### src/rtl/coin_acceptor.sv
// coin_acceptor: sync, debounce and edge-detect two coin sensors, queue coin codes.
// Optional per-code tally counters are built when COIN_TALLY_EN is defined.
module coin_acceptor #(
    parameter int DEB_CYCLES = 4,
    parameter int FIFO_DEPTH = 4,
    parameter int CNT_W      = 8
) (
    input  logic             clk,
    input  logic             rst,
    input  logic             coin5_raw,
    input  logic             coin10_raw,
    output logic [1:0]       x_out,
    output logic             coin_valid,
    output logic             fifo_full,
    output logic             reject
`ifdef COIN_TALLY_EN
    ,
    output logic [CNT_W-1:0] total5,
    output logic [CNT_W-1:0] total10
`endif
);

    localparam int AW = $clog2(FIFO_DEPTH);
    localparam int DW = $clog2(DEB_CYCLES);
    localparam logic [DW-1:0] DEB_MAX = DW'(DEB_CYCLES - 1);

    // bit 0 = 5-unit sensor, bit 1 = 10-unit sensor
    logic [1:0]    s1_q, s1_d, s2_q, s2_d;
    logic [1:0]    deb_q, deb_d, deb_dly_q, deb_dly_d;
    logic [DW-1:0] cnt_q [2];
    logic [DW-1:0] cnt_d [2];
    logic [1:0]    ev;

    logic [AW:0]   wr_ptr_q, wr_ptr_d, rd_ptr_q, rd_ptr_d;
    logic [1:0]    mem_q [FIFO_DEPTH];
    logic [1:0]    mem_d [FIFO_DEPTH];
    logic          empty, full, pop, push, one_ev;
    logic [1:0]    code;

    logic [1:0]    x_out_q, x_out_d;
    logic          coin_valid_q, coin_valid_d;
    logic          reject_q, reject_d;

    // Pointer MSBs differ only when the write side has lapped the read side.
    assign empty = (wr_ptr_q == rd_ptr_q);
    assign full  = (wr_ptr_q[AW] != rd_ptr_q[AW]) &&
                   (wr_ptr_q[AW-1:0] == rd_ptr_q[AW-1:0]);
    assign pop   = !empty;

    // Synchroniser, debounce and rising-edge detection for both sensors
    always_comb begin
        s1_d      = {coin10_raw, coin5_raw};
        s2_d      = s1_q;
        deb_dly_d = deb_q;
        deb_d     = deb_q;
        for (int i = 0; i < 2; i++) begin
            cnt_d[i] = '0;
            if (s2_q[i] != deb_q[i]) begin
                if (cnt_q[i] == DEB_MAX) begin
                    deb_d[i] = s2_q[i];
                end else begin
                    cnt_d[i] = cnt_q[i] + DW'(1);
                end
            end
        end
        ev = deb_q & ~deb_dly_q;
    end

    // Queue push/reject decision and head drain onto x_out
    always_comb begin
        one_ev       = ev[0] ^ ev[1];
        push         = one_ev && (!full || pop);
        reject_d     = (&ev) || (one_ev && full && !pop);
        code         = ev[0] ? 2'b01 : 2'b10;
        mem_d        = mem_q;
        wr_ptr_d     = wr_ptr_q;
        rd_ptr_d     = rd_ptr_q;
        x_out_d      = 2'b00;
        coin_valid_d = 1'b0;
        if (push) begin
            mem_d[wr_ptr_q[AW-1:0]] = code;
            wr_ptr_d = wr_ptr_q + 1'b1;
        end
        if (pop) begin
            x_out_d      = mem_q[rd_ptr_q[AW-1:0]];
            coin_valid_d = 1'b1;
            rd_ptr_d     = rd_ptr_q + 1'b1;
        end
    end

    // State registers; reset flushes the queue and all front-end state
    always_ff @(posedge clk or negedge rst) begin
        if (!rst) begin
            s1_q         <= '0;
            s2_q         <= '0;
            deb_q        <= '0;
            deb_dly_q    <= '0;
            cnt_q[0]     <= '0;
            cnt_q[1]     <= '0;
            wr_ptr_q     <= '0;
            rd_ptr_q     <= '0;
            x_out_q      <= 2'b00;
            coin_valid_q <= 1'b0;
            reject_q     <= 1'b0;
            for (int i = 0; i < FIFO_DEPTH; i++) begin
                mem_q[i] <= 2'b00;
            end
        end else begin
            s1_q         <= s1_d;
            s2_q         <= s2_d;
            deb_q        <= deb_d;
            deb_dly_q    <= deb_dly_d;
            cnt_q[0]     <= cnt_d[0];
            cnt_q[1]     <= cnt_d[1];
            wr_ptr_q     <= wr_ptr_d;
            rd_ptr_q     <= rd_ptr_d;
            x_out_q      <= x_out_d;
            coin_valid_q <= coin_valid_d;
            reject_q     <= reject_d;
            mem_q        <= mem_d;
        end
    end

    assign x_out      = x_out_q;
    assign coin_valid = coin_valid_q;
    assign reject     = reject_q;
    assign fifo_full  = full;

`ifdef COIN_TALLY_EN
    logic [CNT_W-1:0] total5_q, total5_d, total10_q, total10_d;

    // Saturating tallies of accepted coins
    always_comb begin
        total5_d  = total5_q;
        total10_d = total10_q;
        if (push && ev[0] && (total5_q != '1)) begin
            total5_d = total5_q + 1'b1;
        end
        if (push && ev[1] && (total10_q != '1)) begin
            total10_d = total10_q + 1'b1;
        end
    end

    // Tally registers
    always_ff @(posedge clk or negedge rst) begin
        if (!rst) begin
            total5_q  <= '0;
            total10_q <= '0;
        end else begin
            total5_q  <= total5_d;
            total10_q <= total10_d;
        end
    end

    assign total5  = total5_q;
    assign total10 = total10_q;
`endif

endmodule

### config.mk
export PLATFORM = sky130hd
export DESIGN_NAME = coin_acceptor
export DESIGN_NICKNAME = d
export VERILOG_FILES = /design/src/rtl/coin_acceptor.sv
export SDC_FILE = /design/constraint.sdc
export NUM_CORES = 1
export LEC_CHECK = 0
export CORE_UTILIZATION = 60
export CTS_CLUSTER_DIAMETER = 120
export DETAILED_ROUTE_END_ITERATION = 8
export PLACE_DENSITY = 0.81
export SLEW_MARGIN = 10
export SYNTH_ARGS = -nofsm -noshare
export SYNTH_HDL_FRONTEND = slang
export SYNTH_SLANG_ARGS = --single-unit
### constraint.sdc
create_clock -name clk -period 3.35 [get_ports clk]
set_input_delay 0.67 -clock clk [delete_from_list [all_inputs] [get_ports clk]]
set_output_delay 0.67 -clock clk [all_outputs]
set_load 0.005 [all_outputs]
==> run_results.csv, run 1 <==
group,metric,value,unit
clock_tree,htreeDepth,2,
sta,rsz0062_at_grt,"false",
sta,tightest_slew,0.605,ns
finish,final_layout_size_suffix_gt1_share,18.3,%
drt,drt_iter0_markers,5,
pwr,total_power,1480,uW
pwr,vdd_drop_max,0.701,mV
critical_path,endpoint_kind,"primary output",
critical_path,cp_top_family,"buffers and inverters",
job,maxCapViolations,0,
floorplan,fp.dieW,47.8,um
floorplan,die-area,0.00229,mm^2
floorplan,core_area,0.00196,mm^2
grt,grt_overflow_total,0,
logic_synthesis,syn_area,0.00126,mm^2
drt,drt_pass1_iterations,2,
grt,grt_max_degree,31,
logic_synthesis,synth_seq_cells,30,
logic_synthesis,netlist.area_leader.share,59.6,%
finish,final_cell_mix,"30 x dfrtp_1, 8 x ha_1, 8 x clkdlybuf4s50_1",
critical_path,path_class,"flop to primary output",
logic_synthesis,ys_warn_count,0,
floorplan,num_rows,16,
logic_synthesis,yosys-top-cells-area,"dfrtp_1 60%, ha_1 7.9%, mux2_2 5.4%",
finish,diodes,0,
sta,finalSetupViolCount,0,
sta,timing.setup.tns,0,ns
clock_tree,ctsResizeCount,0,
clock_tree,cts_made_buffers,5,
floorplan,initial_core_util,64.2,%
grt,grt_usage,19.0,%
drt,vias,685,
placement,dp_hpwl,1330,um
grt,antenna_found_initial,0,
placement,port_buffers,8,
finish,layout_commonest_cell,"dfrtp_1",
critical_path,required,2.68,ns
sta,finalCriticalPeriod,2.45,ns
critical_path,cp_max_fo,5,
clock_tree,post_cts_buffers,0,
finish,area_growth,14.8,%
sta,fmaxAchievable,0.409,GHz
clock_tree,path_clk_slew,0.10,ns
floorplan,die_h,47.8,um
drt,detail-route-antenna-nets,0,
critical_path,rrSetupSlack,1.28,ns
clock_tree,cts.sinks,30,
pwr,leakage,0.000659,uW
grt,grt_pass1_vias,647,
grt,grt_pass1_wl,2750,um
critical_path,start_kind,"flop",
critical_path,slowest_stage,"clkdlybuf4s50_1",
clock_tree,ctsHoldBuffers,0,
pwr,p_per_area,1030,mW/mm^2
sta,min_period_over_period,73.0,%
floorplan,ios,9,
sta,slew_violations,0,
sta,hold_viol_final,0,
drt,drc,0,
finish,fin_nets,115,
placement,gp_congestion,0.793,
logic_synthesis,yosysTopAreaCell,"dfrtp_1",
critical_path,cp_cell_sequence,"xnor2_2 > nand2_1 > nor2_1 > clkdlybuf4s50_1",
critical_path,critical_path_buf_inv_count,1,
critical_path,arrival,1.78,ns
finish,fillCellCount,145,
sta,clock_skew,0.00703,ns
logic_synthesis,postSynthCellCount,90,
clock_tree,cts_tree,"done",
drt,wl_per_cell,14.1,um
clock_tree,cts.path.max_buffers,2,
clock_tree,cts_root_buf,"clkbuf_4",
logic_synthesis,synthDistinctLibCells,23,
logic_synthesis,syn_avg_cell_area,14.0,um^2
drt,vias_per_cell,5.23,
status,status,"finished clean",
logic_synthesis,synth_nets,102,
worst_hold_path,hold_path.class,"flop to flop",
clock_tree,clock_latency,0.32,ns
critical_path,critical_path.max_stage_delay,0.50,ns
logic_synthesis,yosysSeqAreaShare,59.6,%
drt,wirelength,1840,um
sta,slew_headroom,59.6,%
-- per-layer routing --
layer / GRT usage (%) / wire length (um) / vias to the layer above
met1: 23.1 / 865 / 335
met3: 5.66 / 69 / 2
met2: 30.5 / 896 / 13
met5: 0 / 0 / -
li1: - / - / 335
met4: 10.0 / 11 / 0
-- synth_stat cells (all sizes together) --
cell type  count
a211o          1
a21oi          4
a31oi          4
and2           2
buf            1
clkbuf         2
dfrtp         30
ha             8
inv            3
mux2           7
mux4           2
nand2          7
nand3          2
nand4          1
nor2           1
nor2b          4
nor3           2
o21ai          1
xnor2          6
xor2           2
-- registers in the layout, indices dropped and copies added, names as in the netlist --
name,count
deb_dly_d,2
deb_dly_q,2
rd_ptr_q,3
mem_q,8
wr_ptr_q,3
cnt_q,4
s2_q,2
coin_valid,1
reject,1
s1_q,2
x_out,2
-- worst paths after layout --
| path | startpoint | cells after the start | to |
|---|---|---|---|
| max | rd_ptr_q[0]$_DFFE_PN0P_ | 4 | fifo_full |
| min | s1_q[0]$_DFF_PN0_ | 0 | s2_q[0]$_DFF_PN0_ |
| max reg2reg | deb_dly_d[0]$_DFFE_PN0P_ | 4 | mem_q[0]$_DFFE_PN0P_ |
| min reg2reg | s1_q[0]$_DFF_PN0_ | 0 | s2_q[0]$_DFF_PN0_ |
| max in group asynchronous | rst | 2 | x_out[1]$_DFF_PN0_ |
| min in group asynchronous | rst | 2 | wr_ptr_q[2]$_DFFE_PN0P_ |
-- cells by family (layout without fill, tap and decap cells) --
family / count (synthesis) / after routing / synth area share [%]
adders and majority gates: 8 / 8 / 7.94
DFF: 30 / 30 / 59.6
buffers and inverters: 6 / 20 / 1.89
and+or+nand+nor: 19 / 19 / 8.44
xor gates and xnor gates: 8 / 8 / 6.75
muxes: 9 / 9 / 10.7
AOI/OAI and AO/OA: 10 / 10 / 4.67
-- final cells by class --
class	count	area [um^2]	area share, %
tap	27	33.8	2.34
timing repair buffer	9	87.6	6.06
multi-input combinational	54	485	33.6
clock inverter	3	40.0	2.77
clock buffer	5	37.5	2.60
sequential	30	751	51.9
inverter	3	11.3	0.779
-- report_power, final --
group	internal (uW)	total [uW]	switching, uW
combinational	311	592	281
sequential	506	619	113
clock	155	274	119
-- through the flow --
step | hold slack (ns) | area [um^2] | setup slack, ns | std cells | util, %
2_1_floorplan | 0.331 | 1260 | 1.76 | 90 | -
3_3_place_gp | 0.333 | 1370 | 1.29 | 123 | 69.8
3_5_place_dp | 0.344 | 1370 | 1.26 | 123 | 69.8
4_1_cts | 0.347 | 1450 | 0.894 | 131 | 73.7
6_report | 0.348 | 1450 | 0.903 | 131 | 73.7
5_1_grt | 0.351 | 1450 | 0.834 | 131 | 73.7
Note: power is estimated with default switching activity, not from simulation.
==> run 2, diff against run 1 <==
--- a/config.mk
+++ b/config.mk
@@ -5,10 +5,10 @@
 export SDC_FILE = /design/constraint.sdc
 export NUM_CORES = 1
 export LEC_CHECK = 0
-export CORE_UTILIZATION = 60
+export CORE_UTILIZATION = 56
 export CTS_CLUSTER_DIAMETER = 120
 export DETAILED_ROUTE_END_ITERATION = 8
-export PLACE_DENSITY = 0.81
+export PLACE_DENSITY = 0.77
 export SLEW_MARGIN = 10
 export SYNTH_ARGS = -nofsm -noshare
 export SYNTH_HDL_FRONTEND = slang
==> constraint.sdc (replaced) <==
create_clock -name clk -period 2.3 [get_ports clk]
set_input_delay 0.46 -clock clk [delete_from_list [all_inputs] [get_ports clk]]
set_output_delay 0.46 -clock clk [all_outputs]
set_load 0.005 [all_outputs]
==> run 2 against run 1 <==
Against the previous run:
- clock skew down 0.0028 ns
- utilization down 2.0 points
- sequential share of layout area down 0.49 points
- register-to-register slack worse by 0.82 ns
- final area up 1.3%
- sequential cell count unchanged
- via count up 6.7%
- sequential power up 49%
==> run_results.csv, run 2 (synthesis results as in run 1) <==
group,metric,value,unit
grt,antenna_found_initial,0,
floorplan,fp.dieW,49.4,um
pwr,pwr-share-comb,43.7,%
critical_path,timing.rr.start,"deb_dly_d[0]$_DFFE_PN0P_",
status,status,"finished clean",
pwr,p_int,1420,uW
drt,wirelength,1870,um
clock_tree,htreeDepth,2,
worst_hold_path,hold_start,"s1_q[1]$_DFF_PN0_",
critical_path,arrival,1.74,ns
sta,tightest_slew,0.533,ns
pwr,switching_share,35.0,%
pwr,pwr-share-clk,14.0,%
clock_tree,ctsHoldBuffers,0,
critical_path,cp_max_fo,5,
clock_tree,clock_latency,0.31,ns
grt,grt_usage,18.6,%
sta,slew_violations,0,
clock_tree,cts_tree,"done",
floorplan,core_area,0.00204,mm^2
clock_tree,path_clk_slew,0.09,ns
placement,gp_congestion,0.718,
sta,finalCriticalPeriod,2.20,ns
clock_tree,cts_made_buffers,5,
drt,detail-route-antenna-nets,0,
clock_tree,cts_root_buf,"clkbuf_4",
grt,grt_max_degree,31,
pwr,vdd_drop_max,0.792,mV
finish,diodes,0,
critical_path,critPathLaunch,"rd_ptr_q[1]$_DFFE_PN0P_",
critical_path,path_class,"flop to primary output",
pwr,p_switching,766,uW
sta,timing.setup.tns,0,ns
critical_path,start_kind,"flop",
grt,grt_pass1_vias,714,
floorplan,initial_core_util,61.7,%
finish,layout_commonest_cell,"dfrtp_1",
finish,fillCellCount,140,
finish,final_cell_mix,"28 x dfrtp_1, 8 x ha_1, 8 x clkdlybuf4s50_1",
floorplan,ios,9,
drt,drt_pass1_iterations,4,
finish,regMostFlops,"mem_q",
sta,fmaxAchievable,0.454,GHz
sta,clock_skew,0.00426,ns
drt,vias,731,
sta,min_period_over_period,95.9,%
sta,hold_viol_final,0,
drt,wl_per_cell,13.9,um
sta,slew_headroom,64.4,%
pwr,p_per_area,1490,mW/mm^2
grt,grt_overflow_total,0,
job,maxCapViolations,0,
sta,finalSetupViolCount,0,
worst_hold_path,hold_path.class,"flop to flop",
floorplan,die-area,0.00244,mm^2
placement,dp_hpwl,1330,um
finish,top_regs,"mem_q: 8 flops, cnt_q: 4 flops",
grt,grt_pass1_wl,3170,um
floorplan,num_rows,16,
clock_tree,cts.sinks,30,
floorplan,die_h,49.4,um
finish,final_layout_size_suffix_gt1_share,21.5,%
critical_path,endpoint_kind,"primary output",
pwr,pwr-share-seq,42.3,%
drt,drc,0,
clock_tree,cts.path.max_buffers,2,
finish,area_growth,16.3,%
placement,port_buffers,8,
drt,drt_iter0_markers,8,
drt,vias_per_cell,5.46,
finish,utilization,71.8,%
pwr,leakage,0.000664,uW
critical_path,required,1.84,ns
finish,fin_nets,118,
finish,largest_reg_flops,8,
==> run 2: cell count changes in the layout (fill, tap and decap cells not counted), sizes merged <==
cell and delta:
buf +3, bufinv -1, clkbuf +2, clkinv -1
==> run 2: final timing paths <==
path                                           end  slack, ns  depth (start not counted)
max in group asynchronous  rd_ptr_q[0]$_DFFE_PN0P_       1.49                          2
hold reg to reg                  s2_q[1]$_DFF_PN0_       0.36                          0
setup / recovery                         fifo_full        0.1                          4
hold / removal                   s2_q[1]$_DFF_PN0_       0.36                          0
setup reg to reg              mem_q[0]$_DFFE_PN0P_       0.46                          4
min in group asynchronous  wr_ptr_q[0]$_DFFE_PN0P_       0.52                          2
==> run 2: cell type report <==
type	instances	area [um^2]	share of cell area, %
clock buffer	7	55.1	3.76
clock inverter	1	5.00	0.342
inverter	3	11.3	0.769
multi-input combinational	54	497	33.9
sequential	30	753	51.4
tap	27	33.8	2.31
timing repair buffer	12	110	7.51
==> run 2: worst max-delay path: stages (launching register included) <==
cell and delay, ns:
dfrtp_1 0.48, xnor2_2 0.25, nand2_1 0.09, nor2_1 0.11
clkdlybuf4s50_1 0.51
==> run 2: metrics by stage <==
stage	hold slack [ns]	total power [uW]	area, um^2	setup slack [ns]	std cells
after CTS	0.361	2120	1440	0.00471	132
after global placement	0.335	1750	1380	0.425	124
after global routing	0.368	2360	1470	-0.00449	134
after detailed placement	0.338	1800	1380	0.326	124
final	0.356	2190	1470	0.0954	134
after floorplan	0.164	1550	1260	0.711	90
==> run 2: timing repair <==
item	CTS	global route
resized for setup	0	3
pin swaps	2	2
setup endpoints to repair	1	1
setup buffers	0	2
==> run 2: power by group through the flow <==
stage	logic [uW]	registers (uW)	clock network, uW
2_1_floorplan	676	872	0
3_3_place_gp	843	903	0
3_5_place_dp	879	919	0
4_1_cts	888	906	321
5_1_grt	1060	954	348
6_report	954	924	307
==> run 2: metal layers <==
layer	up-vias	track usage, %	routed length (um)
met5	-	0	0
met4	0	10.0	34
met3	5	7.48	88
met2	24	30.1	978
met1	360	20.9	764
li1	342	-	-
